--- src/rtl/stream_pkg.sv ---
// Shared definitions for the stream drain path: FSM state encoding,
// default word width and a constant-width helper.
package stream_pkg;

    localparam int DEFAULT_DATA_WIDTH = 128;

    typedef enum logic [1:0] {
        IDLE  = 2'd0,
        BURST = 2'd1,
        FLUSH = 2'd2
    } drain_state_e;

    // Number of bits needed to index 0..value-1, never less than one.
    function automatic int clogb2(input int value);
        int bits;
        bits = 0;
        for (int b = 0; b < 31; b++) begin
            if ((1 << b) < value) bits = b + 1;
        end
        return (bits < 1) ? 1 : bits;
    endfunction

endpackage

--- src/rtl/stream_burst_drain_if.sv ---
// Valid/ready stream carrying drained FIFO words toward the host DMA engine.
interface stream_burst_drain_if import stream_pkg::*; #(
    parameter int DATA_WIDTH = DEFAULT_DATA_WIDTH
);
    logic                  s_valid;
    logic                  s_rdy;
    logic [DATA_WIDTH-1:0] s_data;

    modport master (output s_valid, output s_data, input s_rdy);
    modport slave  (input s_valid, input s_data, output s_rdy);
endinterface

--- src/rtl/stream_skid_buffer.sv ---
// Two-entry registered skid buffer. Words leave in arrival order and the
// head entry never moves while it is offered but not taken, so the output
// is stable under backpressure. The producer must not push when occ is 2.
module stream_skid_buffer import stream_pkg::*; #(
    parameter int DATA_WIDTH = DEFAULT_DATA_WIDTH
) (
    input  logic                  clk,
    input  logic                  rst_n,
    input  logic                  in_valid,
    input  logic [DATA_WIDTH-1:0] in_data,
    output logic                  out_valid,
    input  logic                  out_rdy,
    output logic [DATA_WIDTH-1:0] out_data,
    output logic [1:0]            occ
);
    logic [DATA_WIDTH-1:0] head;
    logic [DATA_WIDTH-1:0] tail;
    logic                  take;

    assign out_valid = (occ != 2'd0);
    assign out_data  = head;
    assign take      = out_valid & out_rdy;

    // Entry movement and occupancy; a push and a take together keep occ unchanged.
    always_ff @(posedge clk or negedge rst_n) begin
        if (!rst_n) begin
            occ  <= 2'd0;
            head <= '0;
            tail <= '0;
        end else begin
            case ({in_valid, take})
                2'b10: begin
                    if (occ == 2'd0) head <= in_data;
                    else             tail <= in_data;
                    occ <= occ + 2'd1;
                end
                2'b01: begin
                    head <= tail;
                    occ  <= occ - 2'd1;
                end
                2'b11: begin
                    if (occ == 2'd1) begin
                        head <= in_data;
                    end else begin
                        head <= tail;
                        tail <= in_data;
                    end
                end
                default: ;
            endcase
        end
    end
endmodule

--- src/rtl/stream_burst_drain.sv ---
// Drains a show-ahead FIFO in bursts of BURST_LEN words once it is no longer
// almost-empty, or completely on flush / idle timeout, and presents the words
// as a valid/ready stream through a skid buffer. The pop decision only looks
// at registered occupancy, so s_rdy never reaches fifo_rd_en combinationally.
module stream_burst_drain import stream_pkg::*; #(
    parameter int DATA_WIDTH = DEFAULT_DATA_WIDTH,
    parameter int BURST_LEN  = 16,
    parameter int TIMEOUT    = 256,
    parameter int CNT_WIDTH  = 32
) (
    input  logic                  clk,
    input  logic                  rst_n,
    input  logic [DATA_WIDTH-1:0] fifo_dout,
    input  logic                  fifo_empty,
    input  logic                  fifo_almostempty,
    output logic                  fifo_rd_en,
    input  logic                  flush,
    stream_burst_drain_if.master  s,
    output logic [CNT_WIDTH-1:0]  word_count,
    output logic                  busy
);
    localparam int                 TIMER_W   = clogb2(TIMEOUT + 1);
    localparam logic [TIMER_W-1:0] TIMER_MAX = TIMER_W'(TIMEOUT);
    localparam logic [8:0]         LAST_POP  = 9'(BURST_LEN - 1);

    drain_state_e       state;
    logic [8:0]         pop_cnt;
    logic [TIMER_W-1:0] timer;
    logic [1:0]         occ;
    logic               timed_out;

    assign fifo_rd_en = (state != IDLE) && !fifo_empty && (occ != 2'd2);
    assign busy       = (state != IDLE) || (occ != 2'd0);
    assign timed_out  = (TIMEOUT != 0) && (timer == TIMER_MAX) && !fifo_empty;

    // Burst/flush sequencing; flush wins in every state, and a burst ends on the edge of its last pop.
    always_ff @(posedge clk or negedge rst_n) begin
        if (!rst_n) begin
            state   <= IDLE;
            pop_cnt <= '0;
        end else begin
            case (state)
                IDLE: begin
                    if (flush) begin
                        state <= FLUSH;
                    end else if (!fifo_almostempty) begin
                        state   <= BURST;
                        pop_cnt <= '0;
                    end else if (timed_out) begin
                        state <= FLUSH;
                    end
                end
                BURST: begin
                    if (fifo_rd_en) pop_cnt <= pop_cnt + 9'd1;
                    if (flush)                                   state <= FLUSH;
                    else if (fifo_rd_en && pop_cnt == LAST_POP)  state <= IDLE;
                end
                FLUSH: begin
                    if (fifo_empty && !flush) state <= IDLE;
                end
                default: state <= IDLE;
            endcase
        end
    end

    // Idle timer: runs while words wait in IDLE, saturates at TIMEOUT.
    always_ff @(posedge clk or negedge rst_n) begin
        if (!rst_n) begin
            timer <= '0;
        end else if (state != IDLE || fifo_empty) begin
            timer <= '0;
        end else if (timer != TIMER_MAX) begin
            timer <= timer + TIMER_W'(1);
        end
    end

    // Count of words accepted by the consumer, wrapping naturally.
    always_ff @(posedge clk or negedge rst_n) begin
        if (!rst_n) begin
            word_count <= '0;
        end else if (s.s_valid && s.s_rdy) begin
            word_count <= word_count + CNT_WIDTH'(1);
        end
    end

    stream_skid_buffer #(.DATA_WIDTH(DATA_WIDTH)) u_skid (
        .clk       (clk),
        .rst_n     (rst_n),
        .in_valid  (fifo_rd_en),
        .in_data   (fifo_dout),
        .out_valid (s.s_valid),
        .out_rdy   (s.s_rdy),
        .out_data  (s.s_data),
        .occ       (occ)
    );
endmodule

--- src/flat_wrapper.sv ---
// flat-port wrapper written by rule: the top's interface ports become plain ports
module stream_burst_drain_flat import stream_pkg::*;
#(
    parameter int DATA_WIDTH = DEFAULT_DATA_WIDTH,
    parameter int BURST_LEN  = 16,
    parameter int TIMEOUT    = 256,
    parameter int CNT_WIDTH  = 32
)
  (clk, rst_n, fifo_dout, fifo_empty, fifo_almostempty, fifo_rd_en, flush, word_count, busy, s_s_valid, s_s_data, s_s_rdy);
  stream_burst_drain_if #(.DATA_WIDTH(DATA_WIDTH)) s_i ();
  input  logic clk;
  input  logic rst_n;
  input  logic [DATA_WIDTH-1:0] fifo_dout;
  input  logic fifo_empty;
  input  logic fifo_almostempty;
  output logic fifo_rd_en;
  input  logic flush;
  output logic [CNT_WIDTH-1:0] word_count;
  output logic busy;
  output wire logic [$bits(s_i.s_valid)-1:0] s_s_valid;
  output wire logic [$bits(s_i.s_data)-1:0] s_s_data;
  input wire logic [$bits(s_i.s_rdy)-1:0] s_s_rdy;
  assign s_s_valid = s_i.s_valid;
  assign s_s_data = s_i.s_data;
  assign s_i.s_rdy = s_s_rdy;
  stream_burst_drain #(.DATA_WIDTH(DATA_WIDTH), .BURST_LEN(BURST_LEN), .TIMEOUT(TIMEOUT), .CNT_WIDTH(CNT_WIDTH)) u_core (.clk(clk), .rst_n(rst_n), .fifo_dout(fifo_dout), .fifo_empty(fifo_empty), .fifo_almostempty(fifo_almostempty), .fifo_rd_en(fifo_rd_en), .flush(flush), .s(s_i), .word_count(word_count), .busy(busy));
endmodule
--- config.mk ---
export PLATFORM = sky130hd
export DESIGN_NAME = stream_burst_drain_flat
export DESIGN_NICKNAME = d
export VERILOG_FILES = /design/src/rtl/stream_pkg.sv /design/src/rtl/stream_burst_drain_if.sv /design/src/rtl/stream_skid_buffer.sv /design/src/rtl/stream_burst_drain.sv /design/src/flat_wrapper.sv
export SDC_FILE = /design/constraint.sdc
export NUM_CORES = 1
export LEC_CHECK = 0
export BUFFER_PORTS_ARGS = -buffer_cell sky130_fd_sc_hd__buf_2
export CAP_MARGIN = 15
export CORE_ASPECT_RATIO = 1.1
export CORE_MARGIN = 2
export CORE_UTILIZATION = 40
export DETAILED_ROUTE_END_ITERATION = 10
export GPL_TIMING_DRIVEN = 0
export SLEW_MARGIN = 20
export SYNTH_ARGS = -nofsm -noshare
export SYNTH_HDL_FRONTEND = slang
export SYNTH_SLANG_ARGS = --single-unit
export TNS_END_PERCENT = 100
--- constraint.sdc ---
create_clock -name clk -period 3.8 [get_ports clk]
set_input_delay 0.76 -clock clk [delete_from_list [all_inputs] [get_ports clk]]
set_output_delay 0.76 -clock clk [all_outputs]
set_load 0.02 [all_outputs]
[After elaboration in Yosys (flattened, before gate mapping)]
Cells that the tools add are included.
Cells by class
  add/subtract/negate cells: 5
  equality and inequality tests: 19
  muxes and demuxes: 20
  bitwise gates (word level): 1
  reduce and logical (&&, ||, !) cells: 23
Operators with widths (count)
  two-way mux 128 bit: 4
  one-hot mux 128 bit (3 select lines): 1
  one-hot mux 128 bit (2 select lines): 1
  two-way mux 9 bit: 5
  adder 32 x 1 -> 32 bit, second input constant: 1
  adder 9 x 1 -> 9 bit, second input constant: 2
  one-hot mux 9 bit (2 select lines): 1
  two-way mux 2 bit: 6
  inequality test 2 bit, second input constant: 6
  nonzero test 2 bit: 6
  equality test 9 x 4 -> 1 bit, second input constant: 1
  equality test 9 bit, second input constant: 1
  inequality test 9 bit, second input constant: 1
  equality test 2 x 1 -> 1 bit, second input constant: 3
  equality test 2 bit, second input constant: 3
  logical AND 1 bit: 6
  one-hot mux 2 bit (3 select lines): 1
  AND reduction 3 bit: 2
  logical NOT 2 bit: 2
  inequality test 2 x 1 -> 1 bit, second input constant: 2
  inequality test 4 x 3 -> 1 bit, second input constant: 1
  one-hot mux 2 bit (2 select lines): 1
  AND reduction 4 bit: 1
  inequality test 3 x 2 -> 1 bit, second input constant: 1
  other kinds (7): 9
Storage, ports and cells
  bits in registers: 310
  bits of input ports: 134
  logic and storage cells: 75

[Logic depth before layout (Yosys ltp)]
  depth in word-level cells: 7
  gate-level depth with buffers: 11
  gate-level depth less buffers: 9

[Modules after synthesis]
A second synthesis with hierarchy kept.
Unflattened totals
  cell total of the unflattened synthesis: 1264
  area total of the unflattened synthesis: 14187.4 µm²
Modules (own cells, without submodules)
  stream_skid_buffer: instances 1, cells an instance 1023, area an instance 11634.9 µm²
  stream_burst_drain: instances 1, cells an instance 241, area an instance 2552.4 µm²

[Least setup slack after synthesis]
Ideal clock, no wire load.
  path kind: input -> register
  start point: input fifo_empty
  end point: register u_core.u_skid.tail[100]
  setup time: 125 ps
  arrival: 2430 ps
  data required time: 3675 ps
  setup slack: 1246 ps
  stages: 8
  path buffers: 2
  cell sequence: or3_4 > clkinv_2 > ha_1 > nand2_1 > o211ai_1 > clkbuf_1 > buf_2 > mux2_2
Between the ends
  word-level cells in the longest chain between the ends: 6
  elaborated cells on any way between the ends: 10
  classes of those cells: eq/ne: 4; mux: 1; reduce/logical: 5
RTL lines
  start, declared: line flat_wrapper.sv:14  | input logic fifo_empty;
  logical NOT 1 bit (*): line stream_burst_drain.sv:32  | assign fifo_rd_en = (state != IDLE) && !fifo_empty && (occ != 2'd2);
  logical AND 1 bit (*) (2 in a row): line stream_burst_drain.sv:32
  named net fifo_rd_en: line flat_wrapper.sv:16  | output logic fifo_rd_en;
  equality test 2 bit: line stream_skid_buffer.sv:31  | case ({in_valid, take})
  inequality test 2 bit (no source line) / nonzero test 2 bit (equally long branches)
  AND reduction 3 bit (no source line)
  end signal, assigned: line stream_skid_buffer.sv:34  | else tail <= in_data;
  end signal, assigned: line stream_skid_buffer.sv:46  | tail <= in_data;
  end, declared: line stream_skid_buffer.sv:17  | logic [DATA_WIDTH-1:0] tail;
Mark *: on every way through the listed nets, which the timed path passes. The rest lies on a longest branch.
A chain may end at the register's enable or synchronous reset.

[Worst setup path after layout]
  start point: register u_core.u_skid.occ[0]
  end point: register u_core.u_skid.tail[27]
Between the ends
  word-level cells in the longest chain between the ends: 5
  elaborated cells on any way between the ends: 13
  classes of those cells: eq/ne: 6; mux: 1; bitwise: 1; reduce/logical: 5
RTL lines
  start, declared: line stream_skid_buffer.sv:14  | output logic [1:0] occ
  start signal, assigned: line stream_skid_buffer.sv:35  | occ <= occ + 2'd1;
  start signal, assigned: line stream_skid_buffer.sv:39  | occ <= occ - 2'd1;
  nonzero test 2 bit / inequality test 2 bit (equally long branches): line stream_skid_buffer.sv:20, stream_burst_drain.sv:32
  AND 1 bit / logical AND 1 bit (equally long branches): line stream_skid_buffer.sv:22, stream_burst_drain.sv:32
  equality test 2 bit: line stream_skid_buffer.sv:31
  inequality test 2 bit (no source line) / nonzero test 2 bit (equally long branches)
  AND reduction 3 bit (no source line)
Several ways; a longest one is shown, not always the timed one.

==> metrics.yaml <==
outcome:
  status: "complete, no violations"
cts:
  cts_tree: "yes"
  clkLatencyLatePin_ns: 0.51
  htree_levels: 2
  holdBufCountCts: 0
  clock_sinks: 310
  cts_buffer_depth: 3
  post_cts_resized: 0
  clk_pin_slew_ns: 0.06
  cts_inserted_buffers: 34
  cts_root_buffer: "clkbuf_16"
  cts_setup_buffers: 0
yosys:
  async_reset_ff_frac: 1.00
  ys.flop_type: "dfrtp_1"
  synth-edff-count: 0
  ys_seq_elements: 310
  yosysWarnings: 0
  synth.distinct_cells: 44
  synth.avg_cell_area_um2: 14.2
  syn_inst: 951
  syn-cell-area_um2: 13500
  ys_seq_area_frac: 0.576
  syn-num-nets: 1095
setup_path:
  cp-startpoint: "u_core.u_skid.occ[0]"
  reg2reg_from: "u_core.u_skid.occ[0]"
  endpoint_kind: "register"
  required_ns: 4.18
  rr_endpoint: "u_core.u_skid.tail[27]"
  rr_worst_depth: 10
  cp.arrival_ns: 3.36
  reg2reg_slack_ns: 0.82
  cp-start-kind: "register"
  worstSetupPathType: "register to register"
  critical_path.max_fanout: 10
power:
  p_per_area_nw_per_um2: 835
  internal_power_mw: 9.24
  pwr-share-seq: 0.388
  switchingPower_mw: 4.68
  swShare: 0.336
  clock_power_share: 0.231
  combPwrFrac: 0.382
  leakagePower_nw: 7.82
  power_mw: 13.9
  max-vdd-ir-drop_v: 0.000520
route:
  routedWlPerCell_um: 17.9
  drc_errors: 0
  viasPerCell: 5.10
  num_vias: 8885
  first_pass_iters: 4
  ant_nets: 0
  wirelength_um: 31100
  drtIter0Drc: 359
cells_and_area:
  stdcell_count: 1742
  fin_area_um2: 16700
  area_delta_synth_final_pct: 23.7
  layout-drive-gt1-share: 0.497
  num-fill-cells: 2974
  fin_nets: 1430
grt:
  use_met2: 0.280
  grtUsageMet1: 0.227
  grt_max_degree: 95
  grt_pass1_vias: 8907
  grt_use_met3: 0.0505
  grt_pass1_wl_um: 48600
  grt_use_total: 0.175
  grt-busiest-layer: "met2"
  gr-total-overflow: 0
  grt_antenna_before_repair: 7
timing:
  layout_min_cycle_time_ns: 2.98
  finalSetupViolCount: 0
  hold_viol: 0
  fin_setup_tns_ns: 0
  clock.fmax_mhz: 336
  tightestPinTransition_ns: 0.839
  maxSlewViolCount: 0
  slew-limit-headroom: 0.436
  rsz0062_at_grt: "no"
  skew_ns: 0.0100
  post-route-period-util: 0.784
worst_hold_path:
  hp-class: "input port to asynchronous set/reset pin"
place:
  place_area_um2: 15600
  io_buffers: 296
  placed_cells: 1682
  gp_congestion: 0.755
  dp_hpwl_um: 21900
floorplan:
  die-width_um: 179
  start_util: 0.406
  fp.dieH_um: 196
  coreArea_um2: 33200
  dieArea_um2: 35200
  placementRows: 70
  pin_count: 297
run:
  cap_violations: 0
[synth_stat cells (2+ instances only)]
cell type	count	area, um^2
a211oi_1	4	30.0
ha_1	10	125
a21oi_1	3	15.0
o21ai_0	2	10.0
clkbuf_1	23	86.3
buf_6	9	101
or4_1	2	15.0
and3_1	7	43.8
inv_1	11	41.3
dfrtp_1	310	7760
xor2_1	11	96.3
buf_1	3	11.3
nand4_1	15	93.8
nor2_1	23	86.3
nor4b_1	3	26.3
a22o_1	129	1130
nor4_1	2	12.5
nand3_1	19	95.1
xnor2_1	36	315
nor2b_1	3	18.8
nand2_1	20	75.1
buf_2	19	95.1
mux2_2	257	2890
nor4_2	5	62.6
clkbuf_8	6	82.6
[metrics by stage]
stage                     hold WS (ns)  worst slack [ns]   util
after floorplan                  0.464              1.25      -
after global placement           0.459             -4.22  0.467
after detailed placement         0.464             0.470  0.469
after CTS                        0.231             0.661  0.502
after global routing             0.245             0.522  0.502
final                            0.219             0.820  0.502
[placed cells by master (no fill, tap or decap), drive strengths merged, types with 5 or more instances in the layout]
cell / synthesis / routed
a22o: 129 / 129
dfrtp: 310 / 310
nand3: 19 / 19
and3: 7 / 7
xnor2: 36 / 36
inv: 11 / 13
clkbuf: 29 / 77
ha: 10 / 10
nand2: 20 / 20
nand4: 15 / 15
nor4: 7 / 7
mux2: 257 / 257
xor2: 11 / 11
nor2: 24 / 24
diode: 0 / 5
buf: 32 / 331
[area by class of cell]
| cell class | count | area (um^2) | area share |
|---|---|---|---|
| Antenna cell | 5 | 12.5 | 0.000751 |
| Buffer | 61 | 384 | 0.0230 |
| Clock buffer | 48 | 975 | 0.0585 |
| Clock inverter | 7 | 95.1 | 0.00571 |
| Inverter | 12 | 46.3 | 0.00278 |
| Multi-Input combinational cell | 568 | 5280 | 0.317 |
| Sequential cell | 310 | 7760 | 0.466 |
| Tap cell | 432 | 541 | 0.0324 |
| Timing Repair Buffer | 299 | 1570 | 0.0945 |
[how the worst max path moves through the flow]
stage | end | slack, ns | depth (start not counted)
floorplan | u_core.u_skid.tail[100] | 1.25 | 8
CTS | u_core.u_skid.tail[16] | 0.66 | 10
global placement | u_core.u_skid.out_data[120] | -4.22 | 1
detailed placement | u_core.u_skid.tail[16] | 0.47 | 9
finish | u_core.u_skid.tail[27] | 0.82 | 10
global route | u_core.u_skid.tail[16] | 0.52 | 10
[worst max-delay path, stage by stage (launching register included)]
cell	delay, ns
dfrtp_1	0.39
inv_1	0.08
ha_1	0.23
or3_4	0.40
clkinv_2	0.09
ha_1	0.17
nand2_1	0.07
o211ai_1	0.10
clkbuf_1	0.56
buf_2	0.39
mux2_2	0.37
[cell families after synthesis]
logic type / synth area share
flops: 0.576
simple gates: 0.0444
mux: 0.216
buf+inv: 0.0320
xor+xnor: 0.0306
fa+ha+maj: 0.00929
compound gates: 0.0922
[registers in the layout, summed over array words and instances, names as in the netlist]
register / count
u_core.u_skid.occ: 2
u_core.u_skid.tail: 128
u_core.timer: 9
u_core.u_skid.out_data: 128
u_core.word_count: 32
u_core.pop_cnt: 9
u_core.state: 2
[power groups by stage]
stage,Sequential (mW),Combinational [mW],Clock [mW]
6_report,5.40,5.31,3.21
5_1_grt,5.58,5.76,3.44
4_1_cts,5.41,5.42,3.30
3_5_place_dp,5.46,5.41,0
3_3_place_gp,5.40,5.32,0
2_1_floorplan,6.19,2.97,0
[metal layers]
layer | routed length [um] | vias up
met5 | 30 | -
met3 | 2230 | 54
met4 | 884 | 4
met2 | 14800 | 212
li1 | - | 4172
met1 | 13100 | 4443
Note: power is estimated with default switching activity, not from simulation.
